**src/rtl/riscv_ctrl_pkg.sv**
```systemverilog
// Shared types and encodings for the multicycle RV32I subset control unit.
package riscv_ctrl_pkg;

  typedef enum logic [3:0] {
    StFetch,
    StDecode,
    StMemAdr,
    StMemRead,
    StMemWb,
    StMemWrite,
    StExecuteR,
    StExecuteI,
    StAluWb,
    StBeq,
    StJal
  } statetype;

  localparam logic [6:0] OP_LW  = 7'b0000011;
  localparam logic [6:0] OP_SW  = 7'b0100011;
  localparam logic [6:0] OP_R   = 7'b0110011;
  localparam logic [6:0] OP_I   = 7'b0010011;
  localparam logic [6:0] OP_BEQ = 7'b1100011;
  localparam logic [6:0] OP_JAL = 7'b1101111;

  localparam logic [2:0] ALU_AND = 3'b000;
  localparam logic [2:0] ALU_OR  = 3'b001;
  localparam logic [2:0] ALU_ADD = 3'b010;
  localparam logic [2:0] ALU_SUB = 3'b110;
  localparam logic [2:0] ALU_SLT = 3'b111;

endpackage

```
**src/rtl/alu_decoder.sv**
```systemverilog
// Maps aluop plus instruction funct fields onto the 3-bit alu control code.
module alu_decoder
  import riscv_ctrl_pkg::*;
(
  input  logic       op5,
  input  logic [2:0] funct3,
  input  logic       funct7b5,
  input  logic [1:0] aluop,
  output logic [2:0] alucontrol
);

  always_comb begin
    alucontrol = ALU_ADD;
    unique case (aluop)
      2'b00: alucontrol = ALU_ADD;
      2'b01: alucontrol = ALU_SUB;
      2'b10: begin
        unique case (funct3)
          // Only R-type with funct7b5 set is sub; addi ignores funct7b5.
          3'b000:  alucontrol = (op5 && funct7b5) ? ALU_SUB : ALU_ADD;
          3'b010:  alucontrol = ALU_SLT;
          3'b110:  alucontrol = ALU_OR;
          3'b111:  alucontrol = ALU_AND;
          default: alucontrol = ALU_ADD;
        endcase
      end
      default: alucontrol = ALU_ADD;
    endcase
  end

endmodule

```
**src/rtl/multicycle_controller.sv**
```systemverilog
// Main control FSM of the multicycle core: Moore datapath strobes plus embedded alu decoder.
module multicycle_controller
  import riscv_ctrl_pkg::*;
(
  input  logic       clk,
  input  logic       reset,
  input  logic [6:0] op,
  input  logic [2:0] funct3,
  input  logic       funct7b5,
  input  logic       zero,
  output logic       pcwrite,
  output logic       adrsrc,
  output logic       memwrite,
  output logic       irwrite,
  output logic [1:0] resultsrc,
  output logic [1:0] alusrca,
  output logic [1:0] alusrcb,
  output logic [1:0] immsrc,
  output logic       regwrite,
  output logic [2:0] alucontrol,
  output logic       illegal
);

  statetype   state_q, state_d, out_st;
  logic [1:0] aluop;
  logic       branch, pcupdate;
  logic       memwrite_s, irwrite_s, regwrite_s, illegal_s;

  always_ff @(posedge clk) begin
    if (reset) begin
      state_q <= StFetch;
    end else begin
      state_q <= state_d;
    end
  end

  always_comb begin
    state_d = state_q;
    unique case (state_q)
      StFetch:  state_d = StDecode;
      StDecode: begin
        case (op)
          OP_LW, OP_SW: state_d = StMemAdr;
          OP_R:         state_d = StExecuteR;
          OP_I:         state_d = StExecuteI;
          OP_BEQ:       state_d = StBeq;
          OP_JAL:       state_d = StJal;
          default:      state_d = StFetch;
        endcase
      end
      StMemAdr:   state_d = (op == OP_LW) ? StMemRead : StMemWrite;
      StMemRead:  state_d = StMemWb;
      StMemWb:    state_d = StFetch;
      StMemWrite: state_d = StFetch;
      StExecuteR: state_d = StAluWb;
      StExecuteI: state_d = StAluWb;
      StAluWb:    state_d = StFetch;
      StBeq:      state_d = StFetch;
      StJal:      state_d = StAluWb;
      default:    state_d = StFetch;
    endcase
  end

  // During reset the selects already show FETCH values, so the first cycle is clean.
  assign out_st = reset ? StFetch : state_q;

  always_comb begin
    adrsrc     = 1'b0;
    memwrite_s = 1'b0;
    irwrite_s  = 1'b0;
    resultsrc  = 2'b00;
    alusrca    = 2'b00;
    alusrcb    = 2'b00;
    regwrite_s = 1'b0;
    aluop      = 2'b00;
    branch     = 1'b0;
    pcupdate   = 1'b0;
    illegal_s  = 1'b0;
    unique case (out_st)
      StFetch: begin
        irwrite_s = 1'b1;
        alusrcb   = 2'b10;
        resultsrc = 2'b10;
        pcupdate  = 1'b1;
      end
      StDecode: begin
        alusrca = 2'b01;
        alusrcb = 2'b01;
        case (op)
          OP_LW, OP_SW, OP_R, OP_I, OP_BEQ, OP_JAL: illegal_s = 1'b0;
          default:                                  illegal_s = 1'b1;
        endcase
      end
      StMemAdr: begin
        alusrca = 2'b10;
        alusrcb = 2'b01;
      end
      StMemRead: adrsrc = 1'b1;
      StMemWb: begin
        resultsrc  = 2'b01;
        regwrite_s = 1'b1;
      end
      StMemWrite: begin
        adrsrc     = 1'b1;
        memwrite_s = 1'b1;
      end
      StExecuteR: begin
        alusrca = 2'b10;
        aluop   = 2'b10;
      end
      StExecuteI: begin
        alusrca = 2'b10;
        alusrcb = 2'b01;
        aluop   = 2'b10;
      end
      StAluWb: regwrite_s = 1'b1;
      StBeq: begin
        alusrca = 2'b10;
        aluop   = 2'b01;
        branch  = 1'b1;
      end
      StJal: begin
        alusrca  = 2'b01;
        alusrcb  = 2'b10;
        pcupdate = 1'b1;
      end
      default: ;
    endcase
  end

  assign pcwrite  = ~reset & (pcupdate | (branch & zero));
  assign memwrite = ~reset & memwrite_s;
  assign irwrite  = ~reset & irwrite_s;
  assign regwrite = ~reset & regwrite_s;
  assign illegal  = ~reset & illegal_s;

  always_comb begin
    immsrc = 2'b00;
    case (op)
      OP_SW:   immsrc = 2'b01;
      OP_BEQ:  immsrc = 2'b10;
      OP_JAL:  immsrc = 2'b11;
      default: immsrc = 2'b00;
    endcase
  end

  alu_decoder u_alu_decoder (
    .op5        (op[5]),
    .funct3     (funct3),
    .funct7b5   (funct7b5),
    .aluop      (aluop),
    .alucontrol (alucontrol)
  );

endmodule

```
**config.mk**
```make
export PLATFORM = sky130hd
export DESIGN_NAME = multicycle_controller
export DESIGN_NICKNAME = d
export VERILOG_FILES = /design/src/rtl/riscv_ctrl_pkg.sv /design/src/rtl/alu_decoder.sv /design/src/rtl/multicycle_controller.sv
export SDC_FILE = /design/constraint.sdc
export NUM_CORES = 1
export LEC_CHECK = 0
export BUFFER_PORTS_ARGS = -buffer_cell sky130_fd_sc_hd__clkbuf_2
export CAP_MARGIN = 25
export CORE_UTILIZATION = 43
export DETAILED_ROUTE_END_ITERATION = 16
export PLACE_DENSITY_LB_ADDON = 0.3
export SLEW_MARGIN = 20
export SYNTH_ARGS = -nofsm -noshare
export SYNTH_HDL_FRONTEND = slang
export SYNTH_SLANG_ARGS = --single-unit
```
**constraint.sdc**
```tcl
create_clock -name clk -period 2.04 [get_ports clk]
set_clock_uncertainty 0.15 [all_clocks]
set_input_delay 0 -clock clk [delete_from_list [all_inputs] [get_ports clk]]
set_output_delay 0 -clock clk [all_outputs]
set_load 0.02 [all_outputs]
```
==> summary.md, run 1 <==
| Metric | Value |
|---|---|
| Final nets | `143` |
| First-pass GRT wire length | `between 2000 and 2500 um` |
| 1st-iter DRT viols | `12` |
| Wirelength, routed | `approximately 1500 um` |
| NetSw | `0.0000968 W` |
| Distinct cell type count after synthesis | `34` |
| Synth Flop Type | `dfxtp_1` |
| Async set or reset register ratio after synthesis | `0` |
| Final Hold Fails | `0` |
| Share of cells above drive strength 1 | `0.344` |
| Core region area | `1170 sq um` |
| N_diodes | `0` |
| Clk Latency, worst-skew pair | `between 0.2 and 0.25 ns` |
| Sequential standard cell area | `81.3 sq um` |
| Detailed-route DRC error count | `0` |
| Crit Path Class | `reg -> out` |
| Routed Antenna Nets | `0` |
| Vias in the first global route | `between 600 and 700` |
| Mapped cell area | `about 580 sq um` |
| Max-slew headroom | `0.730` |
| Largest reg by FF count | `state_q` |
| Pwr/cell area | `around 340 nW/um^2` |
| Final setup fails | `0` |
| Setup TNS | `0 ns` |
| Largest register FFs | `4` |
| Design Power | `roughly 0.00028 W` |
| CP Capture Type | `primary output` |
| Most frequent cell after synthesis | `nor2_1` |
| Seq/Total Area, Yosys | `0.139` |
| Clk buf depth | `2` |
| # fillers | `118` |
| IO buf count | `30` |
| CTS tree | `yes` |
| Post-Syn Area per Cell | `~6.5 sq um` |
| Clock slew at reported path FFs | `about 0.04 ns` |
| Fin crit share | `0.935` |
| Multi-input gate area | `approximately 460 sq um` |
| Int Power | `0.000188 W` |
| Grt total ovfl | `0` |
| Clock share of power | `0.370` |
| RSZ-0062 raised after global routing | `false` |
| Data arrival, critical path | `around 1.8 ns` |
| Initial antenna violation count | `0` |
| Chip Height | `roughly 39 um` |
| Actual slew at the worst max-slew pin | `approximately 0.40 ns` |
| Gr usage total | `0.220` |
| Rows | `12` |
| Registers with the most flip-flops | `state_q: 4 flops` |
| Minimum clock period | `about 1.9 ns` |
| Max-Cap Viols | `0` |
| CTS H-tree lvls | `1` |
| Die X | `between 30 and 40 um` |
| HP Class | `in -> reg` |
| CTS Buf Count | `3` |
| Vias | `between 700 and 800` |
| Routability cong. | `0.729` |
| Comb pwr share | `0.342` |
| Post-CTS Setup Bufs | `0` |
| CP required | `between 1.5 and 2 ns` |
| 1st-pass router iterations | `4` |
| Register bit count reported by yosys | `4` |
| Sw Ratio | `0.340` |
| Commonest cells in the netlist | `10 x nor2_1, 8 x nand2_1, 7 x a21oi_1` |
| Slew Limit Fails | `0` |
| Syn. warnings | `0` |
| Outcome | `complete, no violations` |
| LEAKAGE | `0.412 nW` |
| Via density | `5.43` |
| Reg power frac | `0.288` |
| Synth top area share | `0.139` |
| Synthesized Nets | `105` |
| Highest clock rate | `roughly 520 MHz` |
| Largest net degree at the start of global routing | `15` |
| Cells after Synth | `slightly below 90` |
| Syn-to-layout area delta | `43.7%` |
| EDFF count, synth | `0` |
| I/O pins | `31` |
| WL per Instance | `10.6 um` |
| Ranking of synthesized cells by area | `dfxtp_1 14%, nor2_1 6.5%, a21oi_1 6.1%` |
| CP Max Fanout | `14` |
| CTS root buf | `clkbuf_4` |
| Startpoint types | `register` |
| DP HPWL | `~1100 um` |
| Largest area contributor in the netlist | `dfxtp_1` |
| Starting density of the core | `0.494` |
| Clk sinks | `4` |
| Die area | `between 1000 and 1500 sq um` |
| VDD IR max | `270 uV` |
layout by cell type (no fill, tap or decap), drive strengths merged, types with 2 or more instances in the layout:
master,netlist,layout
mux2i,2,2
inv,6,6
o21ai,3,3
and3,5,5
a211o,2,2
dlygate4sd3,0,4
a21oi,7,7
xor2,2,2
nand2,8,8
nor2,10,10
xnor2,3,3
clkbuf,5,33
nor2b,2,2
dfxtp,4,4
nand2b,2,2
nor3,5,5
buf,1,5
or3,2,2
nand3,5,5
ha,2,2
per-layer routing:
metal	wire, um	track usage
met3	54	0.0347
met4	17	0.0776
met1	653	0.251
met5	0	0
met2	754	0.404
cell type report:
class                   instances  area share
multi-input cells              73       0.553
repair buffers                 39       0.274
flip-flops and latches          4      0.0979
clock buffers                   3      0.0271
inverters                       6      0.0271
well taps                      14      0.0211
stage by stage:
step | cell area (sq um) | worst slack [ns] | instances | hold slack, ns | util
CTS | 830 | 0.0353 | 139 | 0.00319 | 0.708
floorplan | 584 | 0.0563 | 89 | -0.0989 | -
global placement | 767 | 0.322 | 132 | 0.132 | 0.655
finish | 831 | 0.134 | 139 | 0.00741 | 0.709
global route | 831 | 0.00467 | 139 | 0.0555 | 0.709
detailed placement | 767 | 0.255 | 132 | 0.140 | 0.655
power groups by stage:
stage | clock network, W | registers, W | logic (W)
finish | 0.000105 | 0.0000818 | 0.0000973
global route | 0.000109 | 0.0000819 | 0.000108
CTS | 0.000100 | 0.0000818 | 0.0000973
detailed placement | 0 | 0.0000831 | 0.0000922
global placement | 0 | 0.0000830 | 0.0000913
floorplan | 0 | 0.0000822 | 0.0000549
worst max-delay path, cell delays in order, from the launching register on:
cell	delay [ns]
dfxtp_2	0.39
nor2b_1	0.19
nand3_1	0.13
ha_1	0.35
nor4bb_2	0.26
clkbuf_2	0.21
path summary, 6_finish.rpt:
check             startpoint       endpoint  slack [ns]  depth (start not counted)
setup / recovery  state_q[1]  alucontrol[0]        0.13                          5
hold / removal         op[2]     state_q[0]       0.007                          4
setup reg to reg  state_q[2]     state_q[3]        0.27                          5
hold reg to reg   state_q[1]     state_q[2]        0.44                          2
cell families after synthesis:
| family | synth area share |
|---|---|
| buf+inv | 0.0779 |
| fa+ha+maj | 0.0433 |
| compound gates | 0.206 |
| flops | 0.139 |
| xor+xnor | 0.0758 |
| mux | 0.0346 |
| simple gates | 0.424 |
what timing repair did:
action / 4_1_cts / 5_1_grt
hold buffers: 4 / 0
hold endpoints to repair: 3 / 0
setup endpoints to repair: 0 / 3
resized for setup: 0 / 1
No activity file was read; power rests on OpenSTA's default activity.
==> inputs of run 2 (changes only) <==
--- a/config.mk
+++ b/config.mk
@@ -7,7 +7,9 @@
 export LEC_CHECK = 0
 export BUFFER_PORTS_ARGS = -buffer_cell sky130_fd_sc_hd__clkbuf_2
 export CAP_MARGIN = 25
-export CORE_UTILIZATION = 43
+export CELL_PAD_IN_SITES_DETAIL_PLACEMENT = 0
+export CELL_PAD_IN_SITES_GLOBAL_PLACEMENT = 1
+export CORE_UTILIZATION = 28
 export DETAILED_ROUTE_END_ITERATION = 16
 export PLACE_DENSITY_LB_ADDON = 0.3
 export SLEW_MARGIN = 20
==> run 2 against run 1 <==
  * Core utilization down 27 points
  * Critical path depth is the same
  * Worst hold slack improved by 0.0063 ns
  * Sequential power up 0.6%
  * Routed wire length rose by 6.8%
  * Sequential cell count is the same
  * Maximum frequency up 0.73%
  * Largest power group unchanged
==> summary.md, run 2 (synthesis gave the netlist of run 1 again) <==
| Metric | Value |
|---|---|
| Outcome | `complete, no violations` |
| Wirelength, routed | `about 1600 um` |
| IO buf count | `30` |
| CP Launch Point | `state_q[1]` |
| Vias in the first global route | `between 500 and 600` |
| Minimum clock period | `1.89 ns` |
| WL met1 | `just under 800 um` |
| Clk sinks | `4` |
| Core region area | `roughly 1900 sq um` |
| Clock share of power | `0.354` |
| FF-to-FF path depth | `5` |
| Top Layer Used | `met4` |
| WL per Instance | `10.5 um` |
| WHS | `0.0138 ns` |
| Grt total ovfl | `0` |
| N_diodes | `0` |
| Routed Antenna Nets | `0` |
| Largest reg by FF count | `state_q` |
| Largest register FFs | `4` |
| R2R Setup Slk | `between 0.2 and 0.25 ns` |
| 1st-pass router iterations | `4` |
| Clk Latency, worst-skew pair | `between 0.2 and 0.25 ns` |
| CTS Buf Count | `3` |
| Routability cong. | `0.734` |
| HP Class | `in -> reg` |
| 1st-iter DRT viols | `6` |
| Startpoint types | `register` |
| Slowest CP cell | `dfxtp_1` |
| Fin crit share | `0.928` |
| Commonest non-fill, non-tap cell in the layout | `clkbuf_2` |
| Crit Path Class | `reg -> out` |
| Max-slew headroom | `0.786` |
| Layout Utilization | `0.440` |
| WL met3 | `about 55 um` |
| Comb pwr share | `0.353` |
| Data arrival, critical path | `~1.7 ns` |
| Largest net degree at the start of global routing | `15` |
| Final Non-Filler Cells | `between 150 and 200` |
| Largest stage delay, worst path | `0.37 ns` |
| Highest clock rate | `about 530 MHz` |
| Syn-to-layout area delta | `47.8%` |
| Detailed-route DRC error count | `0` |
| Setup TNS | `0 ns` |
| Share of cells above drive strength 1 | `0.371` |
| Gr usage total | `0.144` |
| Clock slew at reported path FFs | `roughly 0.04 ns` |
| Worst R2R Start | `state_q[3]` |
| Via density | `between 4 and 5` |
| CTS root buf | `clkbuf_4` |
| Initial antenna violation count | `0` |
| DP HPWL | `1230 um` |
| CTS tree | `yes` |
| Sw Ratio | `0.332` |
| NetSw | `around 0.000093 W` |
| Registers with the most flip-flops | `state_q: 4 flops` |
| CTS H-tree lvls | `1` |
| First-pass GRT wire length | `approximately 2300 um` |
| Met2 wire length | `between 700 and 800 um` |
| CP Capture Type | `primary output` |
| RSZ-0062 raised after global routing | `false` |
| Rows | `16` |
| Vias | `731` |
| CP Max Fanout | `8` |
| Pwr/cell area | `around 330 nW/um^2` |
| I/O pins | `31` |
| Design Power | `approximately 0.00028 W` |
| Final nets | `around 140` |
| Clk buf depth | `2` |
| Final Hold Fails | `0` |
| Reg power frac | `0.293` |
| Actual slew at the worst max-slew pin | `roughly 0.32 ns` |
| Starting density of the core | `0.298` |
| Slew Limit Fails | `0` |
| R2R Path End | `state_q[3]` |
| Die area | `2250 sq um` |
| Placed Cells | `144` |
| VDD IR max | `164 uV` |
| CP required | `1.89 ns` |
| Crit-path cells | `nor2b_1 -> nand3_1 -> ha_1 -> nor4bb_2 -> clkbuf_2` |
| Worst setup path end | `alucontrol[0]` |
| Post-CTS Setup Bufs | `0` |
| Chip Height | `around 47 um` |
| Commonest cells after routing, fill and taps aside | `30 x clkbuf_2, 9 x nor2_1, 8 x nand2_1` |
| LEAKAGE | `slightly above 0.4 nW` |
| Final setup fails | `0` |
| Die X | `around 47 um` |
| Max-Cap Viols | `0` |
| Int Power | `roughly 0.00019 W` |
## run 2: changes by cell type in the layout (fill, tap and decap cells not counted), sizes merged
cell,previous run,this run
buf,5,4
## run 2: stage by stage
step	area (sq um)	setup WS (ns)
floorplan	584	0.0563
global route	855	0.0623
CTS	838	0.0239
finish	855	0.147
detailed placement	776	0.262
global placement	776	0.291
## run 2: routing by layer
metal	vias up	GRT usage
met5	-	0
met4	0	0.0857
met3	2	0.0113
met2	21	0.227
met1	316	0.191
li1	392	-
## run 2: critical path: cells and delay by family (launching register included)
family	cells	cell delay, ns
and+or+nand+nor	3	0.57
DFF	1	0.37
adders and majority gates	1	0.35
buffers and inverters	1	0.21
## run 2: timing repair
action | CTS | global route
resized for setup | 0 | 5
endpoints found under the hold margin | 3 | 0
hold buffers | 4 | 0
endpoints found under the setup margin | 0 | 4
## run 2: final cells by class
| cell class | count | area (sq um) |
|---|---|---|
| Multi-Input combinational cell | 73 | 473 |
| Inverter | 6 | 22.5 |
| Timing Repair Buffer | 38 | 220 |
| Sequential cell | 4 | 82.6 |
| Fill cell | 208 | 1090 |
| Tap cell | 27 | 33.8 |
| Clock buffer | 3 | 22.5 |
## run 2: how the worst min path moves through the flow
stage | start | endpoint | slack (ns) | cells after the start
floorplan | funct3[0] | alucontrol[0] | -0.1 | 1
global placement | funct3[0] | alucontrol[0] | 0.13 | 3
detailed placement | funct3[0] | alucontrol[0] | 0.14 | 3
CTS | op[3] | state_q[0] | 0.009 | 4
global route | op[3] | state_q[0] | 0.06 | 4
finish | op[3] | state_q[0] | 0.01 | 4
## run 2: power groups by stage
stage	clock, W	sequential, W	combinational (W)
after floorplan	0	0.0000822	0.0000549
after global placement	0	0.0000836	0.0000930
after detailed placement	0	0.0000835	0.0000929
after CTS	0.000103	0.0000823	0.0000979
after global routing	0.000110	0.0000824	0.000110
final	0.0000994	0.0000823	0.0000992
==> inputs of run 3 (changes only) <==
--- a/config.mk
+++ b/config.mk
@@ -11,7 +11,9 @@
 export CELL_PAD_IN_SITES_GLOBAL_PLACEMENT = 1
 export CORE_UTILIZATION = 28
 export DETAILED_ROUTE_END_ITERATION = 16
+export GPL_TIMING_DRIVEN = 0
 export PLACE_DENSITY_LB_ADDON = 0.3
+export REMOVE_ABC_BUFFERS = 1
 export SLEW_MARGIN = 20
 export SYNTH_ARGS = -nofsm -noshare
 export SYNTH_HDL_FRONTEND = slang
==> run 3 against run 2 <==
  * Routed wire length is 2.6% lower
  * Combinational power is 7.1% lower
  * Total power down 1.8%
  * Worst hold slack got worse by 0.0053 ns
  * Count of clock-buffer cells in the layout unchanged
  * Non-clock buffer count is 3 lower
  * Die area did not move
  * Design area is 3.1% lower
  * Critical path type unchanged
==> summary.md, run 3 (synthesis gave the netlist of run 1 again) <==
| Metric | Value |
|---|---|
| Outcome | `complete, no violations` |
| Setup TNS | `0 ns` |
| Syn-to-layout area delta | `43.3%` |
| Final setup fails | `0` |
| Clk sinks | `4` |
| Largest register FFs | `4` |
| CP Capture Type | `primary output` |
| I/O pins | `31` |
| Grt total ovfl | `0` |
| CTS root buf | `clkbuf_4` |
| HP Class | `in -> reg` |
| Via density | `around 5` |
| Slowest CP cell | `dfxtp_2` |
| Final nets | `around 140` |
| CP required | `1.89 ns` |
| Worst R2R Start | `state_q[3]` |
| Vias in the first global route | `around 570` |
| First-pass GRT wire length | `around 2500 um` |
| Die area | `between 2000 and 2500 sq um` |
| Starting density of the core | `0.298` |
| R2R Setup Slk | `0.21 ns` |
| Vias | `roughly 740` |
| CTS tree | `yes` |
| Actual slew at the worst max-slew pin | `roughly 0.32 ns` |
| IO buf count | `30` |
| Commonest cells after routing, fill and taps aside | `30 x clkbuf_2, 9 x nor2_1, 8 x nand2_1` |
| Share of cells above drive strength 1 | `0.364` |
| Startpoint types | `register` |
| Core region area | `roughly 1900 sq um` |
| Clock slew at reported path FFs | `0.04 ns` |
| 1st-pass router iterations | `4` |
| VDD IR max | `between 200 and 250 uV` |
| # fillers | `about 220` |
| Highest clock rate | `between 500 and 600 MHz` |
| Clk buf depth | `2` |
| Data arrival, critical path | `roughly 1.8 ns` |
| 1st-iter DRT viols | `16` |
| Gr usage total | `0.159` |
| Worst setup path end | `alucontrol[0]` |
| Final Hold Fails | `0` |
| Routability cong. | `0.735` |
| Largest reg by FF count | `state_q` |
| CP Launch Point | `state_q[0]` |
| Registers with the most flip-flops | `state_q: 4 flops` |
| N_diodes | `0` |
| R2R Path End | `state_q[3]` |
| Max-Cap Viols | `0` |
| Largest stage delay, worst path | `approximately 0.41 ns` |
| Fin crit share | `0.946` |
| Wirelength, routed | `1540 um` |
| CTS Buf Count | `3` |
| Minimum clock period | `approximately 1.9 ns` |
| WHS | `0.00845 ns` |
| Commonest non-fill, non-tap cell in the layout | `clkbuf_2` |
| Initial antenna violation count | `0` |
| Crit Path Class | `reg -> out` |
| FF-to-FF path depth | `4` |
| CP Max Fanout | `10` |
| LEAKAGE | `0.393 nW` |
| RSZ-0062 raised after global routing | `false` |
| Largest net degree at the start of global routing | `16` |
| Max-slew headroom | `0.786` |
| Crit-path cells | `nor2b_2 -> nand3_1 -> ha_1 -> nor4bb_1 -> clkbuf_2` |
| Routed Antenna Nets | `0` |
| DP HPWL | `~1100 um` |
| Slew Limit Fails | `0` |
| Die X | `approximately 47 um` |
| CTS H-tree lvls | `1` |
| Rows | `16` |
| Clk Latency, worst-skew pair | `roughly 0.24 ns` |
| Chip Height | `roughly 47 um` |
| Detailed-route DRC error count | `0` |
| Pwr/cell area | `333 nW/um^2` |
| WL per Instance | `around 10 um` |
[run 3: worst min path at each step]
stage	startpoint	end	slack [ns]	cells after the start
detailed placement	funct3[0]	alucontrol[0]	0.14	3
CTS	op[3]	state_q[0]	0.005	4
global placement	funct3[0]	alucontrol[0]	0.12	3
finish	op[2]	state_q[0]	0.008	4
floorplan	reset	alusrca[1]	-0.07	1
global route	op[3]	state_q[0]	0.06	4
[run 3: layout make-up]
class	instances	area, sq um	share of cell area
Clock buffer	3	22.5	0.0272
Inverter	6	22.5	0.0272
Multi-Input combinational cell	73	464	0.560
Sequential cell	4	87.6	0.106
Tap cell	27	33.8	0.0408
Timing Repair Buffer	35	198	0.239
[run 3: critical path: cells and delay by family (launching register included)]
| kind | cells | cell delay (ns) |
|---|---|---|
| simple gates | 3 | 0.57 |
| flops | 1 | 0.41 |
| fa+ha+maj | 1 | 0.34 |
| buf+inv | 1 | 0.21 |
[run 3: power breakdown]
| group | internal (W) | total [W] | switching, W |
|---|---|---|---|
| registers | 0.0000796 | 0.0000848 | 0.00000519 |
| clock network | 0.0000658 | 0.0000987 | 0.0000329 |
| logic | 0.0000391 | 0.0000922 | 0.0000531 |
[run 3: stage by stage]
step | cell area [sq um] | util | total power (W) | setup slack, ns | instances
after floorplan | 556 | - | 0.000134 | -0.0198 | 83
after global placement | 739 | 0.381 | 0.000169 | 0.0992 | 140
after detailed placement | 739 | 0.381 | 0.000170 | 0.0434 | 140
after CTS | 815 | 0.419 | 0.000278 | 0.00899 | 148
after global routing | 828 | 0.427 | 0.000298 | 0.00420 | 148
final | 828 | 0.427 | 0.000276 | 0.111 | 148
[run 3: repair_timing]
action                                  in CTS  in global routing
buffers inserted                             1                  0
cloned                                       0                  0
hold endpoints to repair                     3                  0
hold buffers                                 4                  0
endpoints found under the setup margin       3                  4
gates resized for setup                      3                  5
[run 3: metal layers]
metal / wire (um) / share of wire / track usage
met1: 761 / 0.49 / 0.208
met2: 690 / 0.45 / 0.241
met3: 74 / 0.048 / 0.0340
met4: 14 / 0.0091 / 0.0857
met5: 0 / 0 / 0
